`src/rtl/id_ex_alu_issue.sv`:
```
// ID/EX issue stage: decodes MIPS instructions into ALU op codes, forwards operands
// from EX/MEM and MEM/WB, inserts load-use bubbles and registers the execute-cycle bundle.
module id_ex_alu_issue (
    input  logic        clk,
    input  logic        rst_n,
    input  logic        valid_in,
    input  logic [31:0] instr,
    input  logic [31:0] rs_data,
    input  logic [31:0] rt_data,
    input  logic        stall,
    input  logic        flush,
    input  logic        exmem_we,
    input  logic [4:0]  exmem_rd,
    input  logic [31:0] exmem_data,
    input  logic        memwb_we,
    input  logic [4:0]  memwb_rd,
    input  logic [31:0] memwb_data,
    output logic [2:0]  alu_control,
    output logic [31:0] alu_a,
    output logic [31:0] alu_b,
    output logic [31:0] store_data,
    output logic [4:0]  dest_reg,
    output logic        valid_out,
    output logic        reg_write,
    output logic        mem_read,
    output logic        mem_write,
    output logic        branch_eq,
    output logic        branch_ne,
    output logic        illegal,
    output logic        load_use
);

    logic [5:0]  opcode, funct;
    logic [4:0]  rs_idx, rt_idx, rd_idx;
    logic [31:0] imm_s, imm_z;
    logic [31:0] fwd_rs, fwd_rt;

    logic        dec_legal, dec_rw, dec_mr, dec_mw, dec_beq, dec_bne, reads_rt;
    logic [2:0]  dec_op;
    logic [31:0] dec_b, dec_store;
    logic [4:0]  dec_dest;

    assign opcode = instr[31:26];
    assign rs_idx = instr[25:21];
    assign rt_idx = instr[20:16];
    assign rd_idx = instr[15:11];
    assign funct  = instr[5:0];
    assign imm_s  = {{16{instr[15]}}, instr[15:0]};
    assign imm_z  = {16'd0, instr[15:0]};

    // EX/MEM is the younger result, so it takes priority over MEM/WB.
    assign fwd_rs = (exmem_we && exmem_rd == rs_idx && rs_idx != 5'd0) ? exmem_data :
                    (memwb_we && memwb_rd == rs_idx && rs_idx != 5'd0) ? memwb_data : rs_data;
    assign fwd_rt = (exmem_we && exmem_rd == rt_idx && rt_idx != 5'd0) ? exmem_data :
                    (memwb_we && memwb_rd == rt_idx && rt_idx != 5'd0) ? memwb_data : rt_data;

    always_comb begin
        dec_legal = 1'b1;
        dec_op    = 3'd0;
        dec_b     = fwd_rt;
        dec_dest  = rt_idx;
        dec_rw    = 1'b1;
        dec_mr    = 1'b0;
        dec_mw    = 1'b0;
        dec_beq   = 1'b0;
        dec_bne   = 1'b0;
        dec_store = 32'd0;
        reads_rt  = 1'b0;
        case (opcode)
            6'h00: begin
                reads_rt = 1'b1;
                dec_dest = rd_idx;
                case (funct)
                    6'h20, 6'h21: dec_op = 3'd0;
                    6'h22, 6'h23: dec_op = 3'd1;
                    6'h24:        dec_op = 3'd2;
                    6'h25:        dec_op = 3'd4;
                    6'h26:        dec_op = 3'd5;
                    6'h27:        dec_op = 3'd3;
                    6'h2A:        dec_op = 3'd6;
                    default:      dec_legal = 1'b0;
                endcase
            end
            6'h08, 6'h09: dec_b = imm_s;
            6'h0A: begin dec_op = 3'd6; dec_b = imm_s; end
            6'h0C: begin dec_op = 3'd2; dec_b = imm_z; end
            6'h0D: begin dec_op = 3'd4; dec_b = imm_z; end
            6'h0E: begin dec_op = 3'd5; dec_b = imm_z; end
            6'h23: begin dec_b = imm_s; dec_mr = 1'b1; end
            6'h2B: begin
                dec_b     = imm_s;
                dec_mw    = 1'b1;
                dec_rw    = 1'b0;
                dec_dest  = 5'd0;
                dec_store = fwd_rt;
                reads_rt  = 1'b1;
            end
            6'h04, 6'h05: begin
                dec_op   = 3'd1;
                dec_rw   = 1'b0;
                dec_dest = 5'd0;
                dec_beq  = (opcode == 6'h04);
                dec_bne  = (opcode == 6'h05);
                reads_rt = 1'b1;
            end
            default: begin
                dec_legal = 1'b0;
                dec_rw    = 1'b0;
                dec_dest  = 5'd0;
            end
        endcase
    end

    assign load_use = valid_in && valid_out && mem_read && dest_reg != 5'd0 &&
                      (dest_reg == rs_idx || (reads_rt && dest_reg == rt_idx));

    always_ff @(posedge clk or negedge rst_n) begin
        if (!rst_n) begin
            alu_control <= 3'd0;
            alu_a       <= 32'd0;
            alu_b       <= 32'd0;
            store_data  <= 32'd0;
            dest_reg    <= 5'd0;
            valid_out   <= 1'b0;
            reg_write   <= 1'b0;
            mem_read    <= 1'b0;
            mem_write   <= 1'b0;
            branch_eq   <= 1'b0;
            branch_ne   <= 1'b0;
            illegal     <= 1'b0;
        end else if (flush || !stall) begin
            // Everything not captured below collapses to a bubble.
            alu_control <= 3'd0;
            alu_a       <= 32'd0;
            alu_b       <= 32'd0;
            store_data  <= 32'd0;
            dest_reg    <= 5'd0;
            valid_out   <= 1'b0;
            reg_write   <= 1'b0;
            mem_read    <= 1'b0;
            mem_write   <= 1'b0;
            branch_eq   <= 1'b0;
            branch_ne   <= 1'b0;
            illegal     <= 1'b0;
            if (!flush && !load_use && valid_in) begin
                if (dec_legal) begin
                    alu_control <= dec_op;
                    alu_a       <= fwd_rs;
                    alu_b       <= dec_b;
                    store_data  <= dec_store;
                    dest_reg    <= dec_dest;
                    valid_out   <= 1'b1;
                    reg_write   <= dec_rw;
                    mem_read    <= dec_mr;
                    mem_write   <= dec_mw;
                    branch_eq   <= dec_beq;
                    branch_ne   <= dec_bne;
                end else begin
                    illegal <= 1'b1;
                end
            end
        end
    end

endmodule

```
`config.mk`:
```
export PLATFORM = sky130hd
export DESIGN_NAME = id_ex_alu_issue
export DESIGN_NICKNAME = d
export VERILOG_FILES = /design/src/rtl/id_ex_alu_issue.sv
export SDC_FILE = /design/constraint.sdc
export NUM_CORES = 1
export LEC_CHECK = 0
export BUFFER_PORTS_ARGS = -buffer_cell sky130_fd_sc_hd__clkbuf_2
export CORE_ASPECT_RATIO = 0.5
export CORE_MARGIN = 2
export CORE_UTILIZATION = 34
export DETAILED_ROUTE_END_ITERATION = 10
export GPL_ROUTABILITY_DRIVEN = 1
export PLACE_DENSITY = 0.7
export SLEW_MARGIN = 15
export SYNTH_ARGS = -nofsm -noshare
export SYNTH_HDL_FRONTEND = slang
export SYNTH_SLANG_ARGS = --single-unit
```
`constraint.sdc`:
```
create_clock -name clk -period 2.1 [get_ports clk]
set_input_delay 0.42 -clock clk [delete_from_list [all_inputs] [get_ports clk]]
set_output_delay 0.42 -clock clk [all_outputs]
set_load 0.1 [all_outputs]
```
Word-level counts from Yosys, hierarchy flattened --
Index checks and enable logic that the tools add are counted.
Storage, ports and cells: memory bits (writable) 0, output and inout bits 112, register bits 111, ROM bits 0, memories kept 0, latch bits 0, input port bits 177
Operators by class: shift-type cells 0, order comparisons 0, div/mod/pow operators 0, reduce and logical (&&, ||, !) cells 33, bitwise gates (word level) 0, multiplexer cells 41, multipliers 0, equal/unequal tests 25, add/subtract/negate cells 0
Operator list (number):
- two-way mux 32 bit | 11
- == test 6 bit (second input constant) | 11
- case mux 32 bit (2 select lines) | 1
- == test 6 x 4 -> 1 bit (second input constant) | 6
- case mux 3 bit (6 select lines) | 2
- == test 5 bit | 6
- two-way mux 1 bit | 21
- logical AND 1 bit | 15
- nonzero test 5 bit | 3
- == test 6 x 3 -> 1 bit (second input constant) | 2
- two-way mux 5 bit | 2
- case mux 5 bit (2 select lines) | 1
- OR reduction 10 bit | 1
- OR reduction 9 bit | 1
- OR reduction 8 bit | 1
- OR reduction 7 bit | 1
- zero test 6 bit | 1
- two-way mux 3 bit | 2
- OR reduction 5 bit | 1
- OR reduction 2 bit | 2
- OR reduction 4 bit | 1
- zero test 1 bit | 3
- OR reduction 3 bit | 1
- logical OR 1 bit | 2
- case mux 1 bit (2 select lines) | 1

Depth between registers and ports, before layout --
Gate-level depths: netlist of run 1.
word-level depth 10, gate-level depth with buffers 9

Worst setup path after synthesis of run 1 --
OpenSTA, ideal clock, no wires.
path type flip-flop to output port, start register dest_reg[0], end output port load_use, setup slack -746 ps, arrival time 2426 ps, buffers on the path 0, stages on the path, launching flop included 6, required time 1680 ps, path through dfrtp_1 > nor3_1 > a21oi_1 > o2111a_1 > a21oi_1 > inv_1
On the way: longest elaborated chain between the ends 4, elaborated cells on any way between the ends 7
Ends and longest elaborated chain:
- start, declared | RTL line 22 | output logic [4:0] dest_reg,
- start signal, assigned | RTL line 151 | dest_reg <= dec_dest;
- == test 5 bit | RTL line 115 | (dest_reg == rs_idx || (reads_rt && dest_reg == rt_idx));
- logical AND 1 bit | RTL line 115
- logical OR 1 bit | RTL line 115
- logical AND 1 bit * | RTL line 114 | assign load_use = valid_in && valid_out && mem_read && dest_reg != 5'd0 &&
- end, declared | RTL line 30 | output logic load_use
Mark *: on every way between the ends. The rest lies on a longest branch, timed or not.

Worst setup path in the final report of run 1 --
start register dest_reg[0], end register alu_a[11]
On the way: longest elaborated chain between the ends 8, elaborated cells on any way between the ends 11
Ends and longest elaborated chain:
- == test 5 bit | RTL line 115
- logical AND 1 bit | RTL line 115
- logical OR 1 bit | RTL line 115
- logical AND 1 bit * | RTL line 114
- zero test 1 bit * | RTL line 145 | if (!flush && !load_use && valid_in) begin
- logical AND 1 bit * (2 in a row) | RTL line 145
- two-way mux 32 bit * | RTL line 145
- end signal, assigned | RTL line 148 | alu_a <= fwd_rs;
- end, declared | RTL line 19 | output logic [31:0] alu_a,
Marked as above. A chain may end at the register's enable or synchronous reset.

==> impl_metrics.py, run 1 <==
metrics = {
    "final_layout": {
        "postLayoutCellArea_sq_mm": 0.00957,
        "area_delta_synth_final_pct": 46.4,
        "fin_cells": 1295,
        "final_layout_size_suffix_gt1_share_pct": 43.2,
        "finalNetCount": 1209,
        "reg.largest.list": "alu_a: 32 flops, alu_b: 32 flops, store_data: 32 flops",
        "fin_util_pct": 51.4,
        "antenna_cells": 0,
    },
    "route": {
        "via_per_inst": 5.53,
        "wl_um": 27000,
        "vias": 7163,
        "drt_iter0_markers": 602,
        "drc": 0,
        "ant_nets": 0,
        "wire_per_inst_um": 20.9,
        "dr.pass1.iters": 4,
    },
    "floorplan": {
        "ioPinCount": 289,
        "coreArea_sq_mm": 0.0186,
        "num_rows": 35,
        "start_util_pct": 35.1,
        "die-area_sq_mm": 0.0204,
        "die_w_um": 200,
        "fp.dieH_um": 102,
    },
    "sta": {
        "period_needed_ns": 2.30,
        "setup_viol": 78,
        "period_share_pct": 109,
        "fin_tns_setup_ns": -8.40,
        "rsz0062_at_grt": "yes",
        "fmax_mhz": 435,
        "fin_ws_ns": -0.197,
        "hold_viol_final": 0,
        "drv_slew": 0,
        "tightest_slew_ns": 0.627,
        "fin_skew_ns": 0.00640,
        "slew_headroom_pct": 58.4,
    },
    "setup_path": {
        "end_kind": "flop",
        "cp_data_required_time_ns": 2.39,
        "cp_data_arrival_time_ns": 2.59,
        "cp_max_fo": 6,
        "critPathKind": "flop to flop",
        "cp-start-kind": "flop",
    },
    "place": {
        "place_ws_ns": -0.351,
        "numPlacedInstances": 1265,
        "io_buffers": 288,
        "dpl_cell_area_sq_mm": 0.00891,
        "dp_hpwl_um": 20100,
        "gp_congestion": 0.945,
    },
    "outcome": {
        "violations": "negative setup slack",
        "status": "finished with violations",
    },
    "clock_tree": {
        "numCtsBuffers": 9,
        "cts.sinks": 111,
        "postCtsHoldBufs": 0,
        "clock_latency_ns": 0.35,
        "htreeDepth": 3,
        "clk_pin_slew_worst_paths_ns": 0.08,
        "clockBufferDepth": 2,
        "cts_tree": "done",
        "clock-root-buffer": "clkbuf_16",
    },
    "power": {
        "power.density_mw_per_mm2": 524,
        "power_leakage_nw": 4.66,
        "vdd_drop_max_uv": 438,
    },
    "logic_synthesis": {
        "async_reset_ff_share_pct": 100,
        "syn_area_per_cell_sq_um": 9.25,
        "synth_cells": 707,
        "syn_nets": 884,
        "ys_seq_area_share_pct": 42.5,
        "synthFlopType": "dfrtp_1",
        "synth_warnings": 0,
        "ys_types": 46,
        "synth_area_sq_mm": 0.00654,
        "synth_edf_count": 0,
        "ys_ff_latch": 111,
    },
    "global_routing": {
        "grt_first_pass_wirelength_um": 40100,
        "antenna_found_initial": 0,
        "grt_pass1_vias": 6896,
        "grt_max_degree": 65,
        "grt-ovfl-total": 0,
        "grt_util_all_layers_pct": 25.2,
    },
    "run": {
        "max_cap_viol_count": 0,
    },
    "min_path": {
        "hold_path.class": "input pin to async pin",
    },
}
[cells by family (layout without fill, tap and decap cells)]
family | Yosys count | in the layout | share of synthesized area (%)
and+or+nand+nor | 165 | 165 | 12.7
DFF | 111 | 111 | 42.5
muxes | 48 | 48 | 7.65
xor gates and xnor gates | 32 | 32 | 4.29
buffers and inverters | 102 | 431 | 6.47
AOI/OAI and AO/OA | 249 | 249 | 26.4
[final cells by class]
| cell class | count | area (sq um) |
|---|---|---|
| clock inverters | 4 | 56.3 |
| repair buffers | 378 | 2510 |
| flip-flops and latches | 111 | 2800 |
| fillers | 1756 | 9040 |
| well taps | 259 | 324 |
| inverters | 38 | 146 |
| multi-input cells | 494 | 3500 |
| clock buffers | 11 | 233 |
[routing by layer]
metal	part of all wire, %	global-route usage (%)	up-vias
li1	-	-	3239
met1	42	32.1	3575
met2	48	43.4	307
met3	8.0	5.84	42
met4	2.1	7.58	0
met5	0	0	-
[report_power, final]
group	switching [W]	internal [W]	total [W]
clock	0.000836	0.000932	0.00177
sequential	0.0000126	0.00215	0.00217
combinational	0.000666	0.000415	0.00108
total	0.00151	0.00350	0.00501
[placed cells by master, fill, tap and decap left out, drive strengths merged, types with 2 or more instances in the layout]
master    count
nor2         14
clkbuf      302
dfrtp       111
or4           2
xnor2        20
nand4         4
inv          38
nand2b        2
nor3         35
nor4          3
a22o         93
a21oi        21
mux2i        32
nor2b         3
a2111oi       2
a31oi        34
nand2        59
or3          32
mux2         16
o21ai        85
xor2         12
o211ai        2
a32o          3
buf          87
nand3         3
clkinvlp      3
a21o          4
[through the flow]
| step | hold slack, ns | total power (W) |
|---|---|---|
| floorplan | 0.124 | 0.00272 |
| global placement | 0.408 | 0.00323 |
| detailed placement | 0.412 | 0.00325 |
| CTS | 0.0403 | 0.00501 |
| global route | 0.0585 | 0.00521 |
| finish | 0.0316 | 0.00501 |
[worst paths after layout]
kind,slack [ns],cells past startpoint,from,endpoint
min reg2reg,0.48,1,mem_write,mem_write
max,-0.20,10,dest_reg[0],alu_a[11]
min,0.03,1,rst_n,alu_a[15]
max in group asynchronous,1.42,2,rst_n,alu_b[20]
min in group clk,0.41,3,instr[6],alu_b[6]
max reg2reg,-0.20,10,dest_reg[0],alu_a[11]
[Yosys cell counts, types with 16 or more instances]
cell type / instances / area, sq um
buf_2: 17 / 85.1
nand2_1: 59 / 221
mux2_2: 16 / 180
nor3_1: 35 / 175
a31oi_1: 34 / 213
a22o_1: 93 / 815
o21ai_0: 58 / 290
or3_1: 32 / 200
xnor2_1: 20 / 175
mux2i_1: 32 / 320
a21oi_1: 21 / 105
dfrtp_1: 111 / 2780
o21ai_1: 26 / 130
inv_1: 38 / 143
clkbuf_1: 44 / 165
[worst max-delay path: stages (launching register included)]
cell       delay, ns
dfrtp_4         0.52
nor3_4          0.21
a21oi_2         0.08
o2111a_2        0.18
buf_4           0.14
buf_6           0.11
a2111oi_4       0.32
buf_6           0.23
buf_12          0.15
clkbuf_16       0.15
a22o_1          0.13
[what timing repair did]
action / 4_1_cts / 5_1_grt
endpoints found under the setup margin: 69 / 94
gates resized for setup: 7 / 33
hold endpoints to repair: 0 / 0
pin swaps: 4 / 14
buffers inserted: 3 / 8
cloned: 0 / 6
Note: power is estimated with default switching activity, not from simulation.
==> inputs of run 2 (changes only) <==
REMOVE_ABC_BUFFERS = 1   (was not set)
==> run 2 against run 1 <==
The run still ends with negative setup slack left. Critical path type is now flop to output pin. Highest routed layer unchanged. Critical path depth shrank 3. Die area unchanged. Via count increased by 0.66%.
==> impl_metrics.py, run 2 (synthesis gave the netlist of run 1 again) <==
metrics = {
    "final_layout": {
        "layout_common_cells": "clkbuf_2 (286), dfrtp_1 (109), a22o_1 (93)",
        "finalNetCount": 1226,
        "fill_cells": 1746,
        "area_delta_synth_final_pct": 49.2,
        "reg.largest.list": "alu_a: 32 flops, alu_b: 32 flops, store_data: 32 flops",
        "fin_cells": 1314,
        "final_common_cell": "clkbuf_2",
        "final_layout_size_suffix_gt1_share_pct": 43.4,
    },
    "sta": {
        "fin_ws_ns": -0.313,
        "setup_viol": 111,
        "tightest_slew_ns": 0.586,
        "fmax_mhz": 415,
        "period_needed_ns": 2.41,
        "fin_tns_setup_ns": -24.00,
        "rsz0062_at_grt": "yes",
        "hold_viol_final": 0,
        "period_share_pct": 115,
        "slew_headroom_pct": 61.1,
        "fin_skew_ns": 0.0113,
        "drv_slew": 0,
    },
    "route": {
        "wire_per_inst_um": 20.2,
        "dr.pass1.iters": 5,
        "ant_nets": 0,
        "vias": 7210,
        "via_per_inst": 5.49,
        "wl_um": 26500,
        "drt_iter0_markers": 529,
        "drc": 0,
    },
    "power": {
        "power_leakage_nw": 4.78,
        "total_power_w": 0.00505,
        "clkPwrFrac_pct": 35.9,
        "switchingPower_w": 0.00152,
        "swShare_pct": 30.0,
        "pwr-share-seq_pct": 42.9,
        "power.density_mw_per_mm2": 517,
        "p_comb_share_pct": 21.2,
        "internal_power_w": 0.00353,
        "vdd_drop_max_uv": 376,
    },
    "floorplan": {
        "coreArea_sq_mm": 0.0186,
        "fp.dieH_um": 102,
        "start_util_pct": 35.1,
        "num_rows": 35,
        "die_w_um": 200,
        "die-area_sq_mm": 0.0204,
        "ioPinCount": 289,
    },
    "clock_tree": {
        "clock-root-buffer": "clkbuf_16",
        "clockBufferDepth": 2,
        "clk_pin_slew_worst_paths_ns": 0.08,
        "clock_latency_ns": 0.36,
        "postCtsHoldBufs": 0,
        "cts.sinks": 111,
        "htreeDepth": 3,
        "numCtsBuffers": 9,
        "cts_tree": "done",
    },
    "run": {
        "max_cap_viol_count": 0,
    },
    "global_routing": {
        "grt_pass1_vias": 6810,
        "antenna_found_initial": 1,
        "grt_first_pass_wirelength_um": 38300,
        "grt_max_degree": 112,
        "grt-ovfl-total": 0,
        "grt_util_all_layers_pct": 24.2,
    },
    "place": {
        "dp_hpwl_um": 18700,
        "numPlacedInstances": 1271,
        "gp_congestion": 0.937,
        "io_buffers": 288,
    },
    "setup_path": {
        "r2r_end": "alu_a[0]",
        "cp-start-kind": "flop",
        "critPathKind": "flop to output pin",
        "timing.rr.start": "dest_reg[0]",
        "reg2reg_depth": 11,
        "end_kind": "output pin",
        "r2r_slack_ns": -0.29,
        "cp_max_fo": 3,
        "cp_data_arrival_time_ns": 1.99,
        "cp_data_required_time_ns": 1.68,
    },
    "outcome": {
        "status": "finished with violations",
        "violations": "negative setup slack",
    },
    "min_path": {
        "hold_path.class": "input pin to async pin",
    },
}
## run 2: cell count changes in the layout (fill, tap and decap cells not counted), sizes merged
| cell | before | now |
|---|---|---|
| buf | 87 | 103 |
| inv | 38 | 39 |
| clkinv | 0 | 1 |
| diode | 0 | 1 |
## run 2: layout make-up
type	instances	area [sq um]	area share, %
multi-input cells	494	3470	35.6
inverters	38	143	1.46
well taps	259	324	3.32
diodes	1	2.50	0.0257
flip-flops and latches	111	2780	28.5
repair buffers	395	2730	28.0
clock inverters	6	68.8	0.705
clock buffers	10	239	2.45
## run 2: power groups by stage
stage                     logic [W]  clock network (W)  registers, W
after floorplan            0.000344                  0       0.00234
after global placement      0.00102                  0       0.00221
after detailed placement    0.00103                  0       0.00221
after CTS                   0.00104            0.00186       0.00216
after global routing        0.00114            0.00194       0.00217
final                       0.00107            0.00181       0.00216
## run 2: worst max-delay path by stage
stage,startpoint,end,slack (ns),cells past startpoint
detailed placement,instr[17],alu_b[25],-0.39,9
finish,dest_reg[0],load_use,-0.31,7
floorplan,flush,alu_a[0],-2.53,2
global placement,instr[20],store_data[17],-0.33,9
global route,dest_reg[0],load_use,-0.37,7
CTS,dest_reg[1],load_use,-0.28,7
## run 2: per-layer routing
metal / vias to the layer above / share of wire, % / global-route usage, %
met5: - / 0 / 0
met4: 0 / 4.4 / 11.8
met3: 85 / 6.1 / 4.27
met2: 338 / 46 / 39.9
met1: 3506 / 43 / 31.3
li1: 3281 / - / -
## run 2: metrics by stage
step	utilization (%)	hold slack [ns]	cell area (sq um)	setup WS [ns]
2_1_floorplan	-	0.124	6260	-2.53
6_report	52.4	0.0380	9760	-0.313
3_5_place_dp	48.0	0.438	8930	-0.388
4_1_cts	50.4	0.0433	9390	-0.277
5_1_grt	52.4	0.0556	9760	-0.369
3_3_place_gp	48.0	0.437	8930	-0.330
## run 2: worst max-delay path: stages, from the launching register on
cell and delay, ns:
dfrtp_2 0.43, xor2_1 0.15, nor4_2 0.37, buf_4 0.17, o2111a_2 0.23, a21oi_4 0.04
inv_2 0.06, buf_12 0.16
## run 2: repair_timing
item,in CTS,in global routing
pin swaps,3,7
cloned,2,9
setup endpoints to repair,111,109
buffers inserted,6,9
hold endpoints to repair,0,0
gates resized for setup,12,27
